==> config.mk <==
export PLATFORM = sky130hd
export DESIGN_NAME = uart_receiver
export DESIGN_NICKNAME = d
export VERILOG_FILES = /design/src/rtl/uart_receiver.sv
export SDC_FILE = /design/constraint.sdc
export NUM_CORES = 1
export LEC_CHECK = 0
export ABC_AREA = 1
export BUFFER_PORTS_ARGS = -buffer_cell sky130_fd_sc_hd__buf_2
export CAP_MARGIN = 30
export CORE_UTILIZATION = 45
export DETAILED_ROUTE_END_ITERATION = 8
export PLACE_DENSITY = 0.65
export SYNTH_ARGS = -nofsm -noshare
export SYNTH_HDL_FRONTEND = slang
export SYNTH_SLANG_ARGS = --single-unit
==> constraint.sdc <==
create_clock -name clk -period 1.9 [get_ports clk]
set_input_delay 0.19 -clock clk [delete_from_list [all_inputs] [get_ports clk]]
set_output_delay 0.19 -clock clk [all_outputs]
set_load 0.02 [all_outputs]
==> src/rtl/uart_receiver.sv <==
// UART receive stage: 16x oversampled, mid-bit sampled 8E1 frames
// (start, 8 data bits LSB first, even parity, stop) with its own baud divider.
module uart_receiver #(
    parameter int CLK_FREQ    = 50000000,
    parameter int SYNC_STAGES = 2
) (
    input  logic       clk,
    input  logic       reset,
    input  logic       Rx_EN,
    input  logic [2:0] baud_select,
    input  logic       Rx_D,
    output logic [7:0] Rx_DATA,
    output logic       Rx_VALID,
    output logic       Rx_PERROR,
    output logic       Rx_FERROR,
    output logic       Rx_BUSY,
    output logic [2:0] dbg_state
);

    // Handshake: Rx_VALID is a single-cycle strobe with no back-pressure;
    // Rx_DATA and the error flags are stable from that cycle until the
    // next confirmed start bit.

    typedef enum logic [2:0] {IDLE, START, DATA, PARITY, STOP} state_t;

    state_t                 state_q, state_d;
    logic [SYNC_STAGES-1:0] sync_q;
    logic                   rxs;
    logic [13:0]            cnt_q, cnt_d;
    logic [3:0]             tc_q, tc_d;
    logic [2:0]             idx_q, idx_d;
    logic [2:0]             baud_q, baud_d;
    logic [7:0]             shift_q, shift_d;
    logic                   perr_q, perr_d;
    logic                   armed_q, armed_d;
    logic [7:0]             data_q, data_d;
    logic                   valid_q, valid_d;
    logic                   pflag_q, pflag_d;
    logic                   fflag_q, fflag_d;
    logic                   tick;

    // Clocks per 1/16 bit for each baud code (50 MHz system clock).
    function automatic logic [13:0] div_of(input logic [2:0] sel);
        case (sel)
            3'd0:    div_of = 14'd10417;
            3'd1:    div_of = 14'd2604;
            3'd2:    div_of = 14'd651;
            3'd3:    div_of = 14'd326;
            3'd4:    div_of = 14'd163;
            3'd5:    div_of = 14'd81;
            3'd6:    div_of = 14'd54;
            default: div_of = 14'd27;
        endcase
    endfunction

    // Metastability synchronizer for the asynchronous serial line, idle-high preset.
    always_ff @(posedge clk or negedge reset) begin
        if (!reset) sync_q <= '1;
        else        sync_q <= {sync_q[SYNC_STAGES-2:0], Rx_D};
    end

    assign rxs = sync_q[SYNC_STAGES-1];

    // Sample tick fires once every DIV clocks while a frame is in progress.
    assign tick = (state_q != IDLE) && (cnt_q == 14'd0);

    // Next-state, counters, shift register and output registers.
    always_comb begin
        state_d = state_q;
        cnt_d   = cnt_q;
        tc_d    = tc_q;
        idx_d   = idx_q;
        baud_d  = baud_q;
        shift_d = shift_q;
        perr_d  = perr_q;
        armed_d = armed_q;
        data_d  = data_q;
        valid_d = 1'b0;
        pflag_d = pflag_q;
        fflag_d = fflag_q;

        if (state_q != IDLE) begin
            cnt_d = (cnt_q == 14'd0) ? div_of(baud_q) - 14'd1 : cnt_q - 14'd1;
        end

        if (!Rx_EN) begin
            state_d = IDLE;
            cnt_d   = '0;
            tc_d    = '0;
            idx_d   = '0;
            armed_d = rxs;
        end else begin
            case (state_q)
                IDLE: begin
                    cnt_d = '0;
                    tc_d  = '0;
                    idx_d = '0;
                    // armed only after the line has been seen high, so a held break never restarts
                    if (armed_q && !rxs) begin
                        state_d = START;
                        baud_d  = baud_select;
                        cnt_d   = div_of(baud_select) - 14'd1;
                        armed_d = 1'b0;
                    end else begin
                        armed_d = rxs;
                    end
                end
                START: if (tick) begin
                    if (tc_q == 4'd7) begin
                        tc_d = '0;
                        if (rxs) begin
                            state_d = IDLE;
                        end else begin
                            state_d = DATA;
                            idx_d   = '0;
                            pflag_d = 1'b0;
                            fflag_d = 1'b0;
                        end
                    end else begin
                        tc_d = tc_q + 4'd1;
                    end
                end
                DATA: if (tick) begin
                    if (tc_q == 4'd15) begin
                        tc_d           = '0;
                        shift_d[idx_q] = rxs;
                        if (idx_q == 3'd7) state_d = PARITY;
                        else               idx_d   = idx_q + 3'd1;
                    end else begin
                        tc_d = tc_q + 4'd1;
                    end
                end
                PARITY: if (tick) begin
                    if (tc_q == 4'd15) begin
                        tc_d    = '0;
                        perr_d  = rxs ^ (^shift_q);
                        state_d = STOP;
                    end else begin
                        tc_d = tc_q + 4'd1;
                    end
                end
                STOP: if (tick) begin
                    if (tc_q == 4'd15) begin
                        tc_d    = '0;
                        data_d  = shift_q;
                        pflag_d = perr_q;
                        fflag_d = ~rxs;
                        valid_d = ~perr_q & rxs;
                        armed_d = rxs;
                        state_d = IDLE;
                    end else begin
                        tc_d = tc_q + 4'd1;
                    end
                end
                default: state_d = IDLE;
            endcase
        end
    end

    // State and datapath registers.
    always_ff @(posedge clk or negedge reset) begin
        if (!reset) begin
            state_q <= IDLE;
            cnt_q   <= '0;
            tc_q    <= '0;
            idx_q   <= '0;
            baud_q  <= '0;
            shift_q <= '0;
            perr_q  <= 1'b0;
            armed_q <= 1'b0;
            data_q  <= '0;
            valid_q <= 1'b0;
            pflag_q <= 1'b0;
            fflag_q <= 1'b0;
        end else begin
            state_q <= state_d;
            cnt_q   <= cnt_d;
            tc_q    <= tc_d;
            idx_q   <= idx_d;
            baud_q  <= baud_d;
            shift_q <= shift_d;
            perr_q  <= perr_d;
            armed_q <= armed_d;
            data_q  <= data_d;
            valid_q <= valid_d;
            pflag_q <= pflag_d;
            fflag_q <= fflag_d;
        end
    end

    assign Rx_DATA   = data_q;
    assign Rx_VALID  = valid_q;
    assign Rx_PERROR = pflag_q;
    assign Rx_FERROR = fflag_q;
    assign Rx_BUSY   = (state_q != IDLE);
    assign dbg_state = state_q;

endmodule

# ---- After elaboration in Yosys (flattened, before gate mapping)
# Index checks and enable logic that the tools add are counted.
dict set report word_totals {
  ff_bits 50
  wordCells 145
}
dict set report classes {
  n_mux 59
  order_cmp 2
  addsub 5
  eq_ne 41
  n_reduce_logical 21
  bitwise_logic 4
}
# op count
set ops {}
lappend ops {{$pmux W14 S7} 2}
lappend ops {{$mux W14} 9}
lappend ops {{$mux W3} 18}
lappend ops {{$sub A14 B1 Y14 const B} 3}
lappend ops {{$ne A3 B3 Y1 const B} 12}
lappend ops {{$eq A3 B3 Y1 const B} 8}
lappend ops {{$mux W4} 5}
lappend ops {{$eq A3 B2 Y1 const B} 6}
lappend ops {{$mux W1} 16}
lappend ops {{$pmux W3 S5} 1}
lappend ops {{$logic_not A14 Y1} 1}
lappend ops {{$reduce_and A7 Y1} 2}
lappend ops {{$pmux W4 S3} 1}
lappend ops {{$reduce_and A4 Y1} 3}
lappend ops {{$ne A2 B2 Y1 const B} 5}
lappend ops {{$reduce_and A10 Y1} 1}
lappend ops {{$eq A3 B1 Y1 const B} 3}
lappend ops {{$logic_not A3 Y1} 3}
lappend ops {{$pmux W3 S3} 1}
lappend ops {{$reduce_and A3 Y1} 3}
lappend ops {{$bwmux W8} 1}
lappend ops {{$reduce_xor A8 Y1} 1}
lappend ops {{$ne A3 B1 Y1 const B} 2}
lappend ops {{$pmux W1 S2} 3}
lappend ops {{other kinds (19)} 22}

# ---- Longest topological paths before layout
# Gate-level depths: netlist of the first run.
dict set report depth {
  word_depth 9
  depth_mapped 16
  depth_no_buf 16
}

# ---- Worst setup path before layout of the first run
# Ideal clock, no wire load.
dict set report synth_timing {
  kind {register to register}
  start {reg cnt_q[11]}
  end {reg cnt_q[12]}
  period_less_slack_ns 1.932
  path_slack_ns -0.032
  setup_time_ns 0.121
  t_arrival_ns 1.811
  stages_incl_launch_ff 15
  cell_sequence {dfrtp_1 nor2_2 nand2_2 nor2_4 nand2_2 buf_6 o21ai_0 ha_1 nand3_2 nor2_1 nand2_2 nor2_1 nand2_1 nand2_1 nor2_1}
}
dict set report synth_via {
  elab_chain_cells 5
  elab_cells_between_ends 6
  classes_between {add/sub (1); mux (4); reduce/logical (1)}
}
# item line
set synth_rtl {}
lappend synth_rtl {{start, declared} 29} ;# logic [13:0] cnt_q, cnt_d;
lappend synth_rtl {{start signal, assigned} 177} ;# cnt_q <= cnt_d;
lappend synth_rtl {{$sub A14 B1 Y14 / $logic_not A14 Y1 (equally long branches)} 83} ;# cnt_d = (cnt_q == 14'd0) ? div_of(baud_q) - 14'd1 : cnt_q - 14'd1;
lappend synth_rtl {{$mux W14 (*)} 83}
lappend synth_rtl {{$mux W14 (*)} 82} ;# if (state_q != IDLE) begin
lappend synth_rtl {{$mux W14 (*)} 93} ;# case (state_q)
lappend synth_rtl {{$mux W14 (*)} 86} ;# if (!Rx_EN) begin
# Mark *: on every way between the ends. The rest lies on a longest branch, timed or not. The select of a mux whose other input is x is not followed.
# A chain may end at the register's enable or synchronous reset.

# ---- Final worst setup path of the first run
dict set report layout_timing {
  start {reg cnt_q[12]}
  end {reg cnt_q[8]}
}
dict set report layout_via {
  elab_chain_cells 5
}
# item line
set layout_rtl {}
lappend layout_rtl {{$logic_not A14 Y1} 83}
lappend layout_rtl {{$mux W14} 83}
lappend layout_rtl {{$mux W14} 82}
lappend layout_rtl {{$mux W14} 93}
lappend layout_rtl {{$mux W14} 86}
# Every way passes these cells. The select of a mux whose other input is x is not followed.

==> impl_metrics.yaml, run 1 <==
global_route:
  overflow: 0
  antenna_found_initial: 0
  track_usage: 0.2217
  grt_start_max_net_pins: 34
  grt_pass1_vias: 2854
  grt_pass1_wl_um: 13150
setup_path:
  critical_path.startpoint: "cnt_q[12]"
  critPathTopFamily: "simple AND/OR/NAND/NOR gates"
  timing.critical_path.cells: "nor2_1 > nand2_2 > nor2_4 > nand2_4 > o21ai_4 > ha_4 > nand3_4 > nor2_4 > nand2_2 > nand2_2 > nand3_2 > nand2_1 > inv_1"
  end_kind: "flop"
  rr_startpoint: "cnt_q[12]"
  crit_fanout: 4
  r2r_setup_slack_ps: 60
  r2r_end: "cnt_q[8]"
  path_class: "flop to flop"
  worst_path_most_repeated_cell: "nand2_2"
  cp.buffers_inverters: 1
  startpoint_type: "flop"
  required_ps: 2120
  slowest_stage: "dfrtp_1"
  critPathArrivalTime_ps: 2060
  reg2reg_depth: 13
  max_stage_delay_ps: 420
detailed_routing:
  finalWirelength_um: 7846
  first_iter_violations: 174
  vias: 2965
  vias_per_cell: 5.034
  firstDrtPassIters: 4
  antenna_left: 0
  wire_per_inst_um: 13.32
  drc_errors: 0
cts:
  cts_tree: "done"
  clk_pin_slew_worst_paths_ps: 100
  clkLatencyLatePin_ps: 310
  htreeDepth: 2
  cts_root_buf: "clkbuf_8"
  cts.sinks: 50
  cts_made_buffers: 5
  clock_path_buffers: 2
final_layout:
  most-common-layout-cells: "nand2_1, inv_1, dfrtp_1, nor2_1, a21oi_1"
  layout_commonest_cell: "nand2_1"
  final_nets: 504
  diodes: 0
  drive_gt1_frac: 0.2657
  utilization: 0.5614
  syn_to_final_growth_pct: 17.50
floorplan:
  num_rows: 30
  die_y_um: 87.87
  io_pins: 22
  floorplan.die_area_um2: 7721
  die_w_um: 87.87
  start_util: 0.4778
  core-area_um2: 6944
hold_path:
  min_to: "baud_q[1]"
  whs_path_depth: 3
  min_from: "baud_select[1]"
  hp-class: "primary input to flop"
sta:
  period_needed_ps: 1840
  fin_crit_sh: 0.9682
  relSlewSlack: 0.6982
  rsz0062_at_grt: "true"
  max_slew.worst_pin.slew_ps: 450.7
  setup_viol: 0
  finalHoldViolCount: 0
  fmax_ghz: 0.5436
  drv_slew: 0
  skew_ps: 8.005
power_and_ir_drop:
  internal_power_w: 0.003232
  p_clk_frac: 0.120
  p_sw_w: 0.003366
  combPwrFrac: 0.661
  powerDensity_nw_per_um2: 1692
  finalPower_w: 0.006598
  p_leak_nw: 2.032
  peakVddDrop_mv: 0.7625
  p_seq_frac: 0.220
  switching_share: 0.5101
logic_synthesis:
  synth.avg_cell_area_um2: 7.390
  synth_seq_cells: 50
  synth_cells: 449
  yosysWarnings: 0
  yosysSeqAreaShare: 0.3778
  synth_nets: 461
  synth_edf_count: 0
  synth_ff_type: "dfrtp_1"
  netlist_area_um2: 3318
  async_flop_share: 1.000
  netlist-cell-type-count: 42
placed_design:
  gp_congestion: 0.9187
  hpwl_um: 6018
  io_buffers: 21
run:
  maxCapViolCount: 0
run_status:
  status: "completed"
==> worst min-delay path, stage by stage <==
cell	delay (ps)
buf_2	130
inv_1	90
o21ai_0	90
==> Yosys cell counts, types with 2 or more instances <==
master	count	area share
a21oi_1	32	0.048
buf_2	3	0.0045
buf_6	3	0.010
dfrtp_1	48	0.36
dfstp_2	2	0.016
ha_1	5	0.019
inv_1	64	0.072
inv_2	7	0.0079
nand2_1	99	0.11
nand2_2	11	0.021
nand2_4	3	0.010
nand3_1	26	0.039
nand3_2	8	0.024
nand4_1	3	0.0057
nor2_1	43	0.049
nor2_2	9	0.017
nor2_4	6	0.020
nor3_1	5	0.0075
o211ai_1	2	0.0045
o21ai_0	25	0.038
o21ai_1	14	0.021
o21ai_2	2	0.0053
o21bai_1	2	0.0045
o31ai_1	3	0.0068
xnor2_1	4	0.011
xor2_1	4	0.011
==> final cells by class <==
class / count / area, um2
Clock buffer: 5 / 68.82
Clock inverter: 3 / 48.80
Fill cell: 670 / 3045
Inverter: 72 / 271.5
Multi-Input combinational cell: 319 / 1828
Sequential cell: 50 / 1259
Tap cell: 96 / 120.1
Timing Repair Buffer: 44 / 302.8
==> power groups by stage <==
stage | Combinational, W | Sequential, W | Clock, W
6_report | 0.00436 | 0.00145 | 0.000788
3_5_place_dp | 0.00398 | 0.00146 | 0
3_3_place_gp | 0.00394 | 0.00145 | 0
2_1_floorplan | 0.00315 | 0.00143 | 0
5_1_grt | 0.00480 | 0.00148 | 0.000834
4_1_cts | 0.00400 | 0.00144 | 0.000807
==> logic make-up after synthesis <==
group,count (synthesis),share of synthesized area
AND/OR/NAND/NOR,220,0.3352
XOR/XNOR,8,0.02111
buffers and inverters,80,0.09992
adder cells (fa/ha/maj),5,0.01885
AO/OA/AOI/OAI,86,0.1471
flip-flops,50,0.3778
==> flip-flops by register name, indices dropped and copies added (netlist names) <==
name,count
Rx_VALID,1
armed_q,1
dbg_state,3
cnt_q,14
shift_q,8
sync_q,2
baud_q,3
Rx_DATA,8
tc_q,4
perr_q,1
idx_q,3
Rx_PERROR,1
Rx_FERROR,1
==> how the worst max path moves through the flow <==
stage,end,slack [ps],cells past startpoint
global route,cnt_q[6],-60,15
detailed placement,cnt_q[8],20,13
CTS,cnt_q[8],8,13
finish,cnt_q[8],60,13
floorplan,cnt_q[12],30,14
global placement,cnt_q[8],70,13
==> layer usage <==
| layer | track usage | up-vias | part of all wire |
|---|---|---|---|
| met1 | 0.3040 | 1375 | 0.48 |
| met3 | 0.03676 | 9 | 0.033 |
| met5 | 0 | - | 0 |
| met2 | 0.3580 | 57 | 0.47 |
| met4 | 0.07154 | 0 | 0.017 |
| li1 | - | 1524 | - |
==> stage by stage <==
| step | TNS (ps) | setup slack, ps | hold slack [ps] | instances | cell area [um2] |
|---|---|---|---|---|---|
| after global routing | -296.8 | -56.82 | 254.5 | 589 | 3899 |
| after global placement | 0 | 72.57 | 160.1 | 572 | 3618 |
| after detailed placement | 0 | 21.34 | 161.3 | 572 | 3618 |
| after floorplan | 0 | 31.66 | -105.6 | 449 | 3336 |
| after CTS | 0 | 7.897 | 227.0 | 582 | 3756 |
| final | 0 | 60.46 | 239.8 | 589 | 3899 |
==> what timing repair did <==
action | 4_1_cts | 5_1_grt
endpoints found under the setup margin | 0 | 24
setup buffers | 0 | 7
gates resized for setup | 0 | 31
endpoints found under the hold margin | 18 | 0
hold buffers | 2 | 0
No activity file was read; power rests on OpenSTA's default activity.
==> inputs of run 2 (changes only) <==
- CORE_UTILIZATION: 45 -> 50
- PLACE_DENSITY: 0.65 -> 0.7
==> impl_metrics.yaml, run 2 (synthesis results as in run 1) <==
final_layout:
  drive_gt1_frac: 0.2582
  most-common-layout-cells: "nand2_1, inv_1, dfrtp_1, nor2_1, a21oi_1"
  final_nets: 499
  ff_latch_area_um2: 1259
  largest_register_ffs: 14
  layout_commonest_cell: "nand2_1"
  regMostFlops: "cnt_q"
  num-fill-cells: 596
  syn_to_final_growth_pct: 14.14
  multiInputGateArea_um2: 1823
  fin_area_um2: 3787
  diodes: 0
sta:
  rsz0062_at_grt: "true"
  max_slew.worst_pin.slew_ps: 640.2
  skew_ps: 12.55
  fin_setup_tns_ps: 0
  fmax_ghz: 0.5405
  setup_viol: 0
  relSlewSlack: 0.5732
  fin_crit_sh: 0.9738
  drv_slew: 0
  finalHoldViolCount: 0
  period_needed_ps: 1850
hold_path:
  whs_path_depth: 3
  min_from: "baud_select[1]"
  min_to: "baud_q[1]"
  hp-class: "primary input to flop"
power_and_ir_drop:
  p_sw_w: 0.003314
  p_clk_frac: 0.102
  p_leak_nw: 1.964
  powerDensity_nw_per_um2: 1682
  peakVddDrop_mv: 1.687
  p_seq_frac: 0.228
  switching_share: 0.5203
  finalPower_w: 0.006370
  internal_power_w: 0.003056
  combPwrFrac: 0.670
setup_path:
  required_ps: 2110
  reg2reg_depth: 13
  rr_startpoint: "cnt_q[7]"
  r2r_setup_slack_ps: 50
  r2r_end: "cnt_q[5]"
  crit_fanout: 11
  end_kind: "flop"
  path_class: "flop to flop"
  startpoint_type: "flop"
  critPathArrivalTime_ps: 2060
run:
  maxCapViolCount: 0
detailed_routing:
  finalWirelength_um: 7531
  vias: 2919
  firstDrtPassIters: 5
  drc_errors: 0
  vias_per_cell: 5.166
  wire_per_inst_um: 13.33
  first_iter_violations: 155
  antenna_left: 0
floorplan:
  floorplan.die_area_um2: 6966
  die_w_um: 83.47
  start_util: 0.5196
  core-area_um2: 6386
  num_rows: 29
  die_y_um: 83.47
  io_pins: 22
placed_design:
  hpwl_um: 5817
  gp_congestion: 0.9071
  io_buffers: 21
  placed_cell_area_um2: 3575
global_route:
  antenna_found_initial: 0
  overflow: 0
  grt_start_max_net_pins: 51
  track_usage: 0.2268
  grt_pass1_vias: 2771
  grt_pass1_wl_um: 12680
cts:
  htreeDepth: 2
  cts_root_buf: "clkbuf_8"
  clk_pin_slew_worst_paths_ps: 100
  cts_made_buffers: 5
  cts_tree: "done"
  clkLatencyLatePin_ps: 310
  cts.sinks: 50
  clock_path_buffers: 2
run_status:
  status: "completed"
[run 2: cell types whose count changed in the layout (fill, tap and decap cells not counted), sizes merged]
cell      delta
buf          -5
bufinv       -1
clkinvlp     +1
[run 2: worst max-delay path, cell delays in order (launching register included)]
cell and delay [ps]:
dfrtp_1 400, nor2_2 120, nand2_1 70, nor2_2 170, buf_4 220, nand3_1 90
nand2_1 100, inv_2 70, nand2_4 120, nor2_1 70, nand2_1 60, nand3_1 90
o21ai_0 90, inv_1 70
[run 2: how the worst max path moves through the flow]
| stage | depth (start not counted) | slack, ps | from | endpoint |
|---|---|---|---|---|
| 3_3_place_gp | 13 | 60 | cnt_q[1] | cnt_q[12] |
| 3_5_place_dp | 11 | 30 | cnt_q[6] | cnt_q[10] |
| 5_1_grt | 13 | -90 | cnt_q[12] | cnt_q[8] |
| 2_1_floorplan | 14 | 30 | cnt_q[7] | cnt_q[12] |
| 4_1_cts | 13 | 4 | cnt_q[6] | cnt_q[12] |
| 6_report | 13 | 50 | cnt_q[7] | cnt_q[5] |
[run 2: layer usage]
layer	wire length, um	part of all wire	vias up	global-route usage
met3	239	0.032	17	0.03363
met4	206	0.027	0	0.08012
li1	-	-	1511	-
met1	3340	0.44	1328	0.2948
met5	0	0	-	0
met2	3745	0.50	63	0.3867
[run 2: timing repair]
item | in CTS | in global routing
hold buffers | 2 | 0
hold endpoints to repair | 2 | 0
setup endpoints to repair | 0 | 24
resized for setup | 0 | 26
setup buffers | 0 | 3
[run 2: final cells by class]
class	instances	share of cell area
flip-flops and latches	50	0.3323
well taps	77	0.02544
multi-input cells	319	0.4813
clock inverters	3	0.006277
repair buffers	39	0.06475
clock buffers	5	0.01817
inverters	72	0.07169
[run 2: stage by stage]
step | setup WS, ps | hold WS [ps] | utilization | cells
finish | 49.80 | 219.7 | 0.5931 | 565
global route | -93.03 | 275.6 | 0.5931 | 565
CTS | 4.420 | 218.4 | 0.5774 | 562
detailed placement | 27.51 | 296.4 | 0.5598 | 552
global placement | 58.25 | 297.5 | 0.5598 | 552
floorplan | 31.66 | -105.6 | - | 449
[run 2: power groups by stage]
stage                     clock network [W]  logic [W]  registers, W
final                              0.000651    0.00427       0.00145
after global routing               0.000702    0.00476       0.00148
after CTS                          0.000668    0.00399       0.00144
after detailed placement                  0    0.00398       0.00146
after global placement                    0    0.00393       0.00145
after floorplan                           0    0.00315       0.00143
